## src/rtl/multicycle_ctrl_fsm_pkg.sv

```systemverilog
// Shared types for the multicycle MIPS control sequencer:
// state encoding, opcodes and datapath select encodings.
package mcfsm_pkg;

  typedef enum logic [3:0] {
    S_FETCH    = 4'd0,
    S_DECODE   = 4'd1,
    S_MEM_ADDR = 4'd2,
    S_MEM_RD   = 4'd3,
    S_MEM_WB   = 4'd4,
    S_MEM_WR   = 4'd5,
    S_EXEC     = 4'd6,
    S_R_WB     = 4'd7,
    S_BRANCH   = 4'd8,
    S_JUMP     = 4'd9,
    S_ADDI_EX  = 4'd10,
    S_ADDI_WB  = 4'd11,
    S_TRAP     = 4'd12
  } state_e;

  localparam logic [5:0] OP_RTYPE = 6'b000000;
  localparam logic [5:0] OP_LW    = 6'b100011;
  localparam logic [5:0] OP_SW    = 6'b101011;
  localparam logic [5:0] OP_BEQ   = 6'b000100;
  localparam logic [5:0] OP_J     = 6'b000010;
  localparam logic [5:0] OP_ADDI  = 6'b001000;

  localparam logic [1:0] ASB_REG_B  = 2'b00;
  localparam logic [1:0] ASB_FOUR   = 2'b01;
  localparam logic [1:0] ASB_IMM    = 2'b10;
  localparam logic [1:0] ASB_IMM_SH = 2'b11;

  localparam logic [1:0] ALU_ADD   = 2'b00;
  localparam logic [1:0] ALU_SUB   = 2'b01;
  localparam logic [1:0] ALU_FUNCT = 2'b10;

  localparam logic [1:0] PCS_ALU    = 2'b00;
  localparam logic [1:0] PCS_ALUOUT = 2'b01;
  localparam logic [1:0] PCS_JUMP   = 2'b10;

  function automatic logic is_mem_op(
    input logic [5:0] op
  );
    return (op == OP_LW) || (op == OP_SW);
  endfunction

endpackage

```

## src/rtl/multicycle_ctrl_fsm_if.sv

```systemverilog
// Control bus between sequencer (master) and datapath (slave).
// Carries opcode/mem_ready in, full per-state control word out.
interface multicycle_ctrl_fsm_if;

  logic [5:0] opcode;
  logic       mem_ready;

  logic       pc_write;
  logic       pc_write_cond;
  logic       i_or_d;
  logic       mem_read;
  logic       mem_write;
  logic       ir_write;
  logic       mem_to_reg;
  logic       reg_dst;
  logic       reg_write;
  logic       alu_src_a;
  logic [1:0] alu_src_b;
  logic [1:0] alu_op;
  logic [1:0] pc_source;

  modport master (
    input  opcode,
    input  mem_ready,
    output pc_write,
    output pc_write_cond,
    output i_or_d,
    output mem_read,
    output mem_write,
    output ir_write,
    output mem_to_reg,
    output reg_dst,
    output reg_write,
    output alu_src_a,
    output alu_src_b,
    output alu_op,
    output pc_source
  );

  modport slave (
    output opcode,
    output mem_ready,
    input  pc_write,
    input  pc_write_cond,
    input  i_or_d,
    input  mem_read,
    input  mem_write,
    input  ir_write,
    input  mem_to_reg,
    input  reg_dst,
    input  reg_write,
    input  alu_src_a,
    input  alu_src_b,
    input  alu_op,
    input  pc_source
  );

endinterface

```

## src/rtl/multicycle_ctrl_fsm_retire_counter.sv

```systemverilog
// Retired-instruction counter, wraps modulo 2^CNT_W.
// Ports: clk, reset (sync high), en (increment), count.
module mcfsm_retire_counter #(
  parameter int CNT_W = 32
) (
  input  logic             clk,
  input  logic             reset,
  input  logic             en,
  output logic [CNT_W-1:0] count
);

  always_ff @(posedge clk) begin
    if (reset)
      count <= '0;
    else if (en)
      count <= count + 1'b1;
  end

endmodule

```

## src/rtl/multicycle_ctrl_fsm.sv

```systemverilog
// Multicycle MIPS control sequencer (lw/sw/R/beq/j/addi).
// Ports: clk, reset (sync high), bus (master control bus),
// retire, instr_count, state_dbg; illegal_op with
// MCFSM_ILLEGAL_TRAP_EN (unknown opcode traps, else NOP).
module multicycle_ctrl_fsm
  import mcfsm_pkg::*;
#(
  parameter int CNT_W = 32
) (
  input  logic                   clk,
  input  logic                   reset,
  multicycle_ctrl_fsm_if.master  bus,
  output logic                   retire,
  output logic [CNT_W-1:0]       instr_count,
`ifdef MCFSM_ILLEGAL_TRAP_EN
  output logic                   illegal_op,
`endif
  output logic [3:0]             state_dbg
);

  state_e state;
  state_e next;

  always_ff @(posedge clk) begin
    if (reset)
      state <= S_FETCH;
    else
      state <= next;
  end

  always_comb begin
    next              = state;
    retire            = 1'b0;
    bus.pc_write      = 1'b0;
    bus.pc_write_cond = 1'b0;
    bus.i_or_d        = 1'b0;
    bus.mem_read      = 1'b0;
    bus.mem_write     = 1'b0;
    bus.ir_write      = 1'b0;
    bus.mem_to_reg    = 1'b0;
    bus.reg_dst       = 1'b0;
    bus.reg_write     = 1'b0;
    bus.alu_src_a     = 1'b0;
    bus.alu_src_b     = ASB_REG_B;
    bus.alu_op        = ALU_ADD;
    bus.pc_source     = PCS_ALU;

    case (state)
      S_FETCH: begin
        bus.mem_read  = 1'b1;
        bus.alu_src_b = ASB_FOUR;
        // IR and PC+4 commit only when the fetch lands
        bus.ir_write  = bus.mem_ready;
        bus.pc_write  = bus.mem_ready;
        if (bus.mem_ready)
          next = S_DECODE;
      end
      S_DECODE: begin
        // ALUOut <= branch target for BRANCH
        bus.alu_src_b = ASB_IMM_SH;
        unique case (1'b1)
          is_mem_op(bus.opcode):
            next = S_MEM_ADDR;
          bus.opcode == OP_RTYPE:
            next = S_EXEC;
          bus.opcode == OP_BEQ:
            next = S_BRANCH;
          bus.opcode == OP_J:
            next = S_JUMP;
          bus.opcode == OP_ADDI:
            next = S_ADDI_EX;
          default: begin
`ifdef MCFSM_ILLEGAL_TRAP_EN
            next = S_TRAP;
`else
            next   = S_FETCH;
            retire = 1'b1;
`endif
          end
        endcase
      end
      S_MEM_ADDR: begin
        bus.alu_src_a = 1'b1;
        bus.alu_src_b = ASB_IMM;
        next = (bus.opcode == OP_SW) ? S_MEM_WR
                                     : S_MEM_RD;
      end
      S_MEM_RD: begin
        bus.mem_read = 1'b1;
        bus.i_or_d   = 1'b1;
        if (bus.mem_ready)
          next = S_MEM_WB;
      end
      S_MEM_WB: begin
        bus.reg_write  = 1'b1;
        bus.mem_to_reg = 1'b1;
        retire         = 1'b1;
        next           = S_FETCH;
      end
      S_MEM_WR: begin
        bus.mem_write = 1'b1;
        bus.i_or_d    = 1'b1;
        if (bus.mem_ready) begin
          retire = 1'b1;
          next   = S_FETCH;
        end
      end
      S_EXEC: begin
        bus.alu_src_a = 1'b1;
        bus.alu_op    = ALU_FUNCT;
        next          = S_R_WB;
      end
      S_R_WB: begin
        bus.reg_write = 1'b1;
        bus.reg_dst   = 1'b1;
        retire        = 1'b1;
        next          = S_FETCH;
      end
      S_BRANCH: begin
        bus.alu_src_a     = 1'b1;
        bus.alu_op        = ALU_SUB;
        bus.pc_write_cond = 1'b1;
        bus.pc_source     = PCS_ALUOUT;
        retire            = 1'b1;
        next              = S_FETCH;
      end
      S_JUMP: begin
        bus.pc_write  = 1'b1;
        bus.pc_source = PCS_JUMP;
        retire        = 1'b1;
        next          = S_FETCH;
      end
      S_ADDI_EX: begin
        bus.alu_src_a = 1'b1;
        bus.alu_src_b = ASB_IMM;
        next          = S_ADDI_WB;
      end
      S_ADDI_WB: begin
        bus.reg_write = 1'b1;
        retire        = 1'b1;
        next          = S_FETCH;
      end
      S_TRAP: begin
`ifdef MCFSM_ILLEGAL_TRAP_EN
        next = S_TRAP;
`else
        next = S_FETCH;
`endif
      end
      default: next = S_FETCH;
    endcase

    // reset abandons the instruction with no partial writes
    if (reset) begin
      retire            = 1'b0;
      bus.pc_write      = 1'b0;
      bus.pc_write_cond = 1'b0;
      bus.ir_write      = 1'b0;
      bus.reg_write     = 1'b0;
      bus.mem_write     = 1'b0;
      bus.mem_read      = 1'b0;
    end
  end

  assign state_dbg = state;

`ifdef MCFSM_ILLEGAL_TRAP_EN
  assign illegal_op = (state == S_TRAP);
`endif

  mcfsm_retire_counter #(
    .CNT_W (CNT_W)
  ) u_cnt (
    .clk   (clk),
    .reset (reset),
    .en    (retire),
    .count (instr_count)
  );

endmodule

```

## src/flat_wrapper.sv

```systemverilog
// flat-port wrapper written by rule: the top's interface ports become plain ports
module multicycle_ctrl_fsm_flat import mcfsm_pkg::*;
#(
  parameter int CNT_W = 32
)
  (clk, reset, retire, instr_count, state_dbg, bus_opcode, bus_mem_ready, bus_pc_write, bus_pc_write_cond, bus_i_or_d, bus_mem_read, bus_mem_write, bus_ir_write, bus_mem_to_reg, bus_reg_dst, bus_reg_write, bus_alu_src_a, bus_alu_src_b, bus_alu_op, bus_pc_source);
  multicycle_ctrl_fsm_if bus_i ();
  input  logic clk;
  input  logic reset;
  output logic retire;
  output logic [CNT_W-1:0] instr_count;
  output logic [3:0] state_dbg;
  input wire logic [$bits(bus_i.opcode)-1:0] bus_opcode;
  input wire logic [$bits(bus_i.mem_ready)-1:0] bus_mem_ready;
  output wire logic [$bits(bus_i.pc_write)-1:0] bus_pc_write;
  output wire logic [$bits(bus_i.pc_write_cond)-1:0] bus_pc_write_cond;
  output wire logic [$bits(bus_i.i_or_d)-1:0] bus_i_or_d;
  output wire logic [$bits(bus_i.mem_read)-1:0] bus_mem_read;
  output wire logic [$bits(bus_i.mem_write)-1:0] bus_mem_write;
  output wire logic [$bits(bus_i.ir_write)-1:0] bus_ir_write;
  output wire logic [$bits(bus_i.mem_to_reg)-1:0] bus_mem_to_reg;
  output wire logic [$bits(bus_i.reg_dst)-1:0] bus_reg_dst;
  output wire logic [$bits(bus_i.reg_write)-1:0] bus_reg_write;
  output wire logic [$bits(bus_i.alu_src_a)-1:0] bus_alu_src_a;
  output wire logic [$bits(bus_i.alu_src_b)-1:0] bus_alu_src_b;
  output wire logic [$bits(bus_i.alu_op)-1:0] bus_alu_op;
  output wire logic [$bits(bus_i.pc_source)-1:0] bus_pc_source;
  assign bus_i.opcode = bus_opcode;
  assign bus_i.mem_ready = bus_mem_ready;
  assign bus_pc_write = bus_i.pc_write;
  assign bus_pc_write_cond = bus_i.pc_write_cond;
  assign bus_i_or_d = bus_i.i_or_d;
  assign bus_mem_read = bus_i.mem_read;
  assign bus_mem_write = bus_i.mem_write;
  assign bus_ir_write = bus_i.ir_write;
  assign bus_mem_to_reg = bus_i.mem_to_reg;
  assign bus_reg_dst = bus_i.reg_dst;
  assign bus_reg_write = bus_i.reg_write;
  assign bus_alu_src_a = bus_i.alu_src_a;
  assign bus_alu_src_b = bus_i.alu_src_b;
  assign bus_alu_op = bus_i.alu_op;
  assign bus_pc_source = bus_i.pc_source;
  multicycle_ctrl_fsm #(.CNT_W(CNT_W)) u_core (.clk(clk), .reset(reset), .bus(bus_i), .retire(retire), .instr_count(instr_count), .state_dbg(state_dbg));
endmodule
```

## config.mk

```make
export PLATFORM = sky130hd
export DESIGN_NAME = multicycle_ctrl_fsm_flat
export DESIGN_NICKNAME = d
export VERILOG_FILES = /design/src/rtl/multicycle_ctrl_fsm_pkg.sv /design/src/rtl/multicycle_ctrl_fsm_if.sv /design/src/rtl/multicycle_ctrl_fsm_retire_counter.sv /design/src/rtl/multicycle_ctrl_fsm.sv /design/src/flat_wrapper.sv
export SDC_FILE = /design/constraint.sdc
export NUM_CORES = 1
export LEC_CHECK = 0
export ABC_AREA = 1
export CORE_MARGIN = 2
export CORE_UTILIZATION = 50
export DETAILED_ROUTE_END_ITERATION = 8
export HOLD_SLACK_MARGIN = 0.08
export PLACE_DENSITY_LB_ADDON = 0.3
export SKIP_LAST_GASP = 1
export SLEW_MARGIN = 10
export SYNTH_ARGS = -nofsm -noshare
export SYNTH_HDL_FRONTEND = slang
export SYNTH_SLANG_ARGS = --single-unit
```

## constraint.sdc

```tcl
create_clock -name clk -period 1.7 [get_ports clk]
set_input_delay 0.255 -clock clk [delete_from_list [all_inputs] [get_ports clk]]
set_output_delay 0.255 -clock clk [all_outputs]
set_load 0.01 [all_outputs]
```

==> run summary <==
Dpl ws = -0.515 ns
# nets final = 580
Mapped Area = 2490 um2
Count of flip-flops with a built-in enable after synthesis = 0
CTS Buffer Depth = 2
Post-route clock period utilization = 100%
Vias in the first global route = 2,822
Syn_nets = 462
Tmin final = 1.71 ns
CTS buffer count = 5
Status = finished with violations
Setup slack after layout = -0.00661 ns
Post-synthesis sequential area ratio = 29.0%
Vias per inst = 4.98
Die width = 74.6 um
Reg2Reg Depth = 10
Row cnt = 25
Die ar. = 5560 um2
Fin. max-slew vios = 0
Async set-reset flop share out of synthesis = 0%
Max H-tree Level = 2
Total power = 1.87 mW
Non-Filler Instances = 638
CTS hold repair buffers = 0
I/O Buffers = 61
Synth-to-layout area growth = 51.5%
Relative slew slack = 78.8%
Final global-route overflow total = 0
Count leader, synth = nand2_1
Synthesized instance count = 452
Chip Height = 74.6 um
Slew @ Worst Pin = 0.316 ns
PwrDens = 495 nW/um2
Syn. warnings = 0
Post-detail-place hpwl = 5410 um
CTS root buffer = clkbuf_8
Setup_tns = -0.00661 ns
Syn Area/Cell = 5.51 um2
Clock transition at path regs = 0.08 ns
WP data required = 1.44 ns
Failing checks = negative setup slack
Starting density of the core = 52.3%
Main synth FF type = dfxtp_1
ANT cells = 0
Max Fanout on Critical Path = 3
Layout cells sized above 1 = 22.9%
Synth cell types = 26
Max_cap viols = 0
Leakage power = 1.70 nW
Critical Path End Type = output port
Critical path data arrival time = 1.45 ns
Largest net degree at the start of global routing = 56
HP Class = register to register
Post-synth top cells = nand2_1, nor2_1, inv_1, nand3_1, dfxtp_1
RSZ-0062 raised after global routing = true
Final setup viols = 1
Routed wire length = 7740 um
Hold slack = 0.510 ns
Final hold vios = 0
Crit path launch type = input pin
First-pass GRT wire length = 12,000 um
Clk sinks = 36
F_max = 586 MHz
# DRC = 0
WHS Path Cells = 2
GP Congestion = 0.947
Initial antenna violation count = 0
I/O Pins = 62
CTS tree = done
Wire per inst = 12.1 um
Vias = 3,175
Post-placement cell count = 620
Core area = 4750 um2
Worst vdd ir = 464 uV
Top cells by area, synth = dfxtp_1, nand2_1, nor2_1
Clock insertion delay at the later pin of the skew report = 0.29 ns
Total GRT Usage = 27.1%
Pre-Repair DR Iteration Count = 4
Post-synth top area share = 29.0%
Critical path class = input pin to output port
Iteration-0 DRC Markers = 268
Antenna Nets Post-Route = 0
FF+latch count, synth = 36
Post-synth top area cell = dfxtp_1
Clock Skew = 0.0151 ns
## power breakdown
part           internal (mW)  leakage (nW)  switching, mW  total, mW
clock network          0.324        0.0510          0.313      0.636
registers              0.850         0.296         0.0174      0.868
logic                  0.164          1.35          0.199      0.363
## kinds of logic (layout without fill, tap and decap cells)
logic type,after synthesis,count (layout),share of synthesized area (%)
xor gates and xnor gates,1,1,0.352
DFF,36,36,29.0
buffers and inverters,72,191,12.4
and+or+nand+nor,316,316,52.1
AOI/OAI and AO/OA,26,26,5.63
adders and majority gates,1,1,0.503
## per-layer routing
| layer | track usage, % | up-vias | part of all wire (%) |
|---|---|---|---|
| li1 | - | 1647 | - |
| met4 | 11.5 | 0 | 1.9 |
| met2 | 45.1 | 100 | 51 |
| met5 | 0 | - | 0 |
| met3 | 4.74 | 16 | 5.0 |
| met1 | 34.6 | 1412 | 42 |
## critical path: stages
cell	delay, ns
dlygate4sd2_1	0.26
nor2_2	0.13
nand2_1	0.09
nor2_2	0.17
nor2_2	0.07
nand3b_1	0.13
nand2_2	0.10
nand2_2	0.09
inv_2	0.04
buf_6	0.11
## layout by cell type (no fill, tap or decap), types with 2 or more instances in the layout
| cell | synthesis | final |
|---|---|---|
| dfxtp_2 | 0 | 4 |
| nand2_1 | 153 | 150 |
| nor3_1 | 7 | 5 |
| dlygate4sd2_1 | 0 | 6 |
| buf_4 | 2 | 57 |
| a21oi_2 | 1 | 2 |
| dfxtp_1 | 36 | 27 |
| nand3_1 | 45 | 44 |
| clkinv_2 | 0 | 2 |
| inv_2 | 2 | 4 |
| o21ai_0 | 5 | 3 |
| nand4_1 | 5 | 5 |
| nand3_2 | 1 | 2 |
| clkbuf_2 | 0 | 6 |
| clkbuf_8 | 0 | 6 |
| inv_4 | 0 | 2 |
| o21ai_1 | 0 | 2 |
| dlymetal6s2s_1 | 0 | 4 |
| nand2_4 | 0 | 2 |
| buf_6 | 4 | 5 |
| dfxtp_4 | 0 | 5 |
| clkdlybuf4s50_1 | 0 | 38 |
| inv_1 | 58 | 54 |
| buf_2 | 1 | 5 |
| nand2_2 | 3 | 4 |
| a21oi_1 | 17 | 16 |
| nor2_1 | 96 | 79 |
| nor2_2 | 3 | 17 |
| nor2_4 | 0 | 3 |
| nor3_2 | 1 | 2 |
## state kept, by name, summed over array words and instances (netlist names)
signal              count
u_core.state_dbg        4
u_core.u_cnt.count     32
## per-stage QoR
step	cell area (um2)	util (%)
CTS	3610	75.9
global route	3770	79.3
detailed placement	3490	73.4
floorplan	2490	-
global placement	3490	73.4
finish	3770	79.3
## cell type report
| cell class | count | area (um2) |
|---|---|---|
| multi-input cells | 344 | 1570 |
| repair buffers | 123 | 1050 |
| fillers | 375 | 985 |
| flip-flops and latches | 36 | 744 |
| inverters | 60 | 230 |
| well taps | 67 | 83.8 |
| clock buffers | 6 | 82.6 |
| clock inverters | 2 | 10.0 |
## final timing paths
check / endpoint / from / slack [ns]
setup reg to reg: u_core.u_cnt.count[0]$_SDFFE_PP0P_ / u_core.state_dbg[1]$_SDFFE_PP0P_ / 0.04
hold reg to reg: u_core.u_cnt.count[14]$_SDFFE_PP0P_ / u_core.u_cnt.count[14]$_SDFFE_PP0P_ / 0.51
hold / removal: u_core.u_cnt.count[14]$_SDFFE_PP0P_ / u_core.u_cnt.count[14]$_SDFFE_PP0P_ / 0.51
setup / recovery: retire / bus_opcode[4] / -0.007
## what timing repair did
| item | in CTS | in global routing |
|---|---|---|
| pin swaps | 5 | 19 |
| endpoints found under the setup margin | 50 | 44 |
| endpoints found under the hold margin | 0 | 0 |
| gates resized for setup | 56 | 60 |
| buffers inserted | 3 | 8 |
Note: power is estimated with default switching activity, not from simulation.
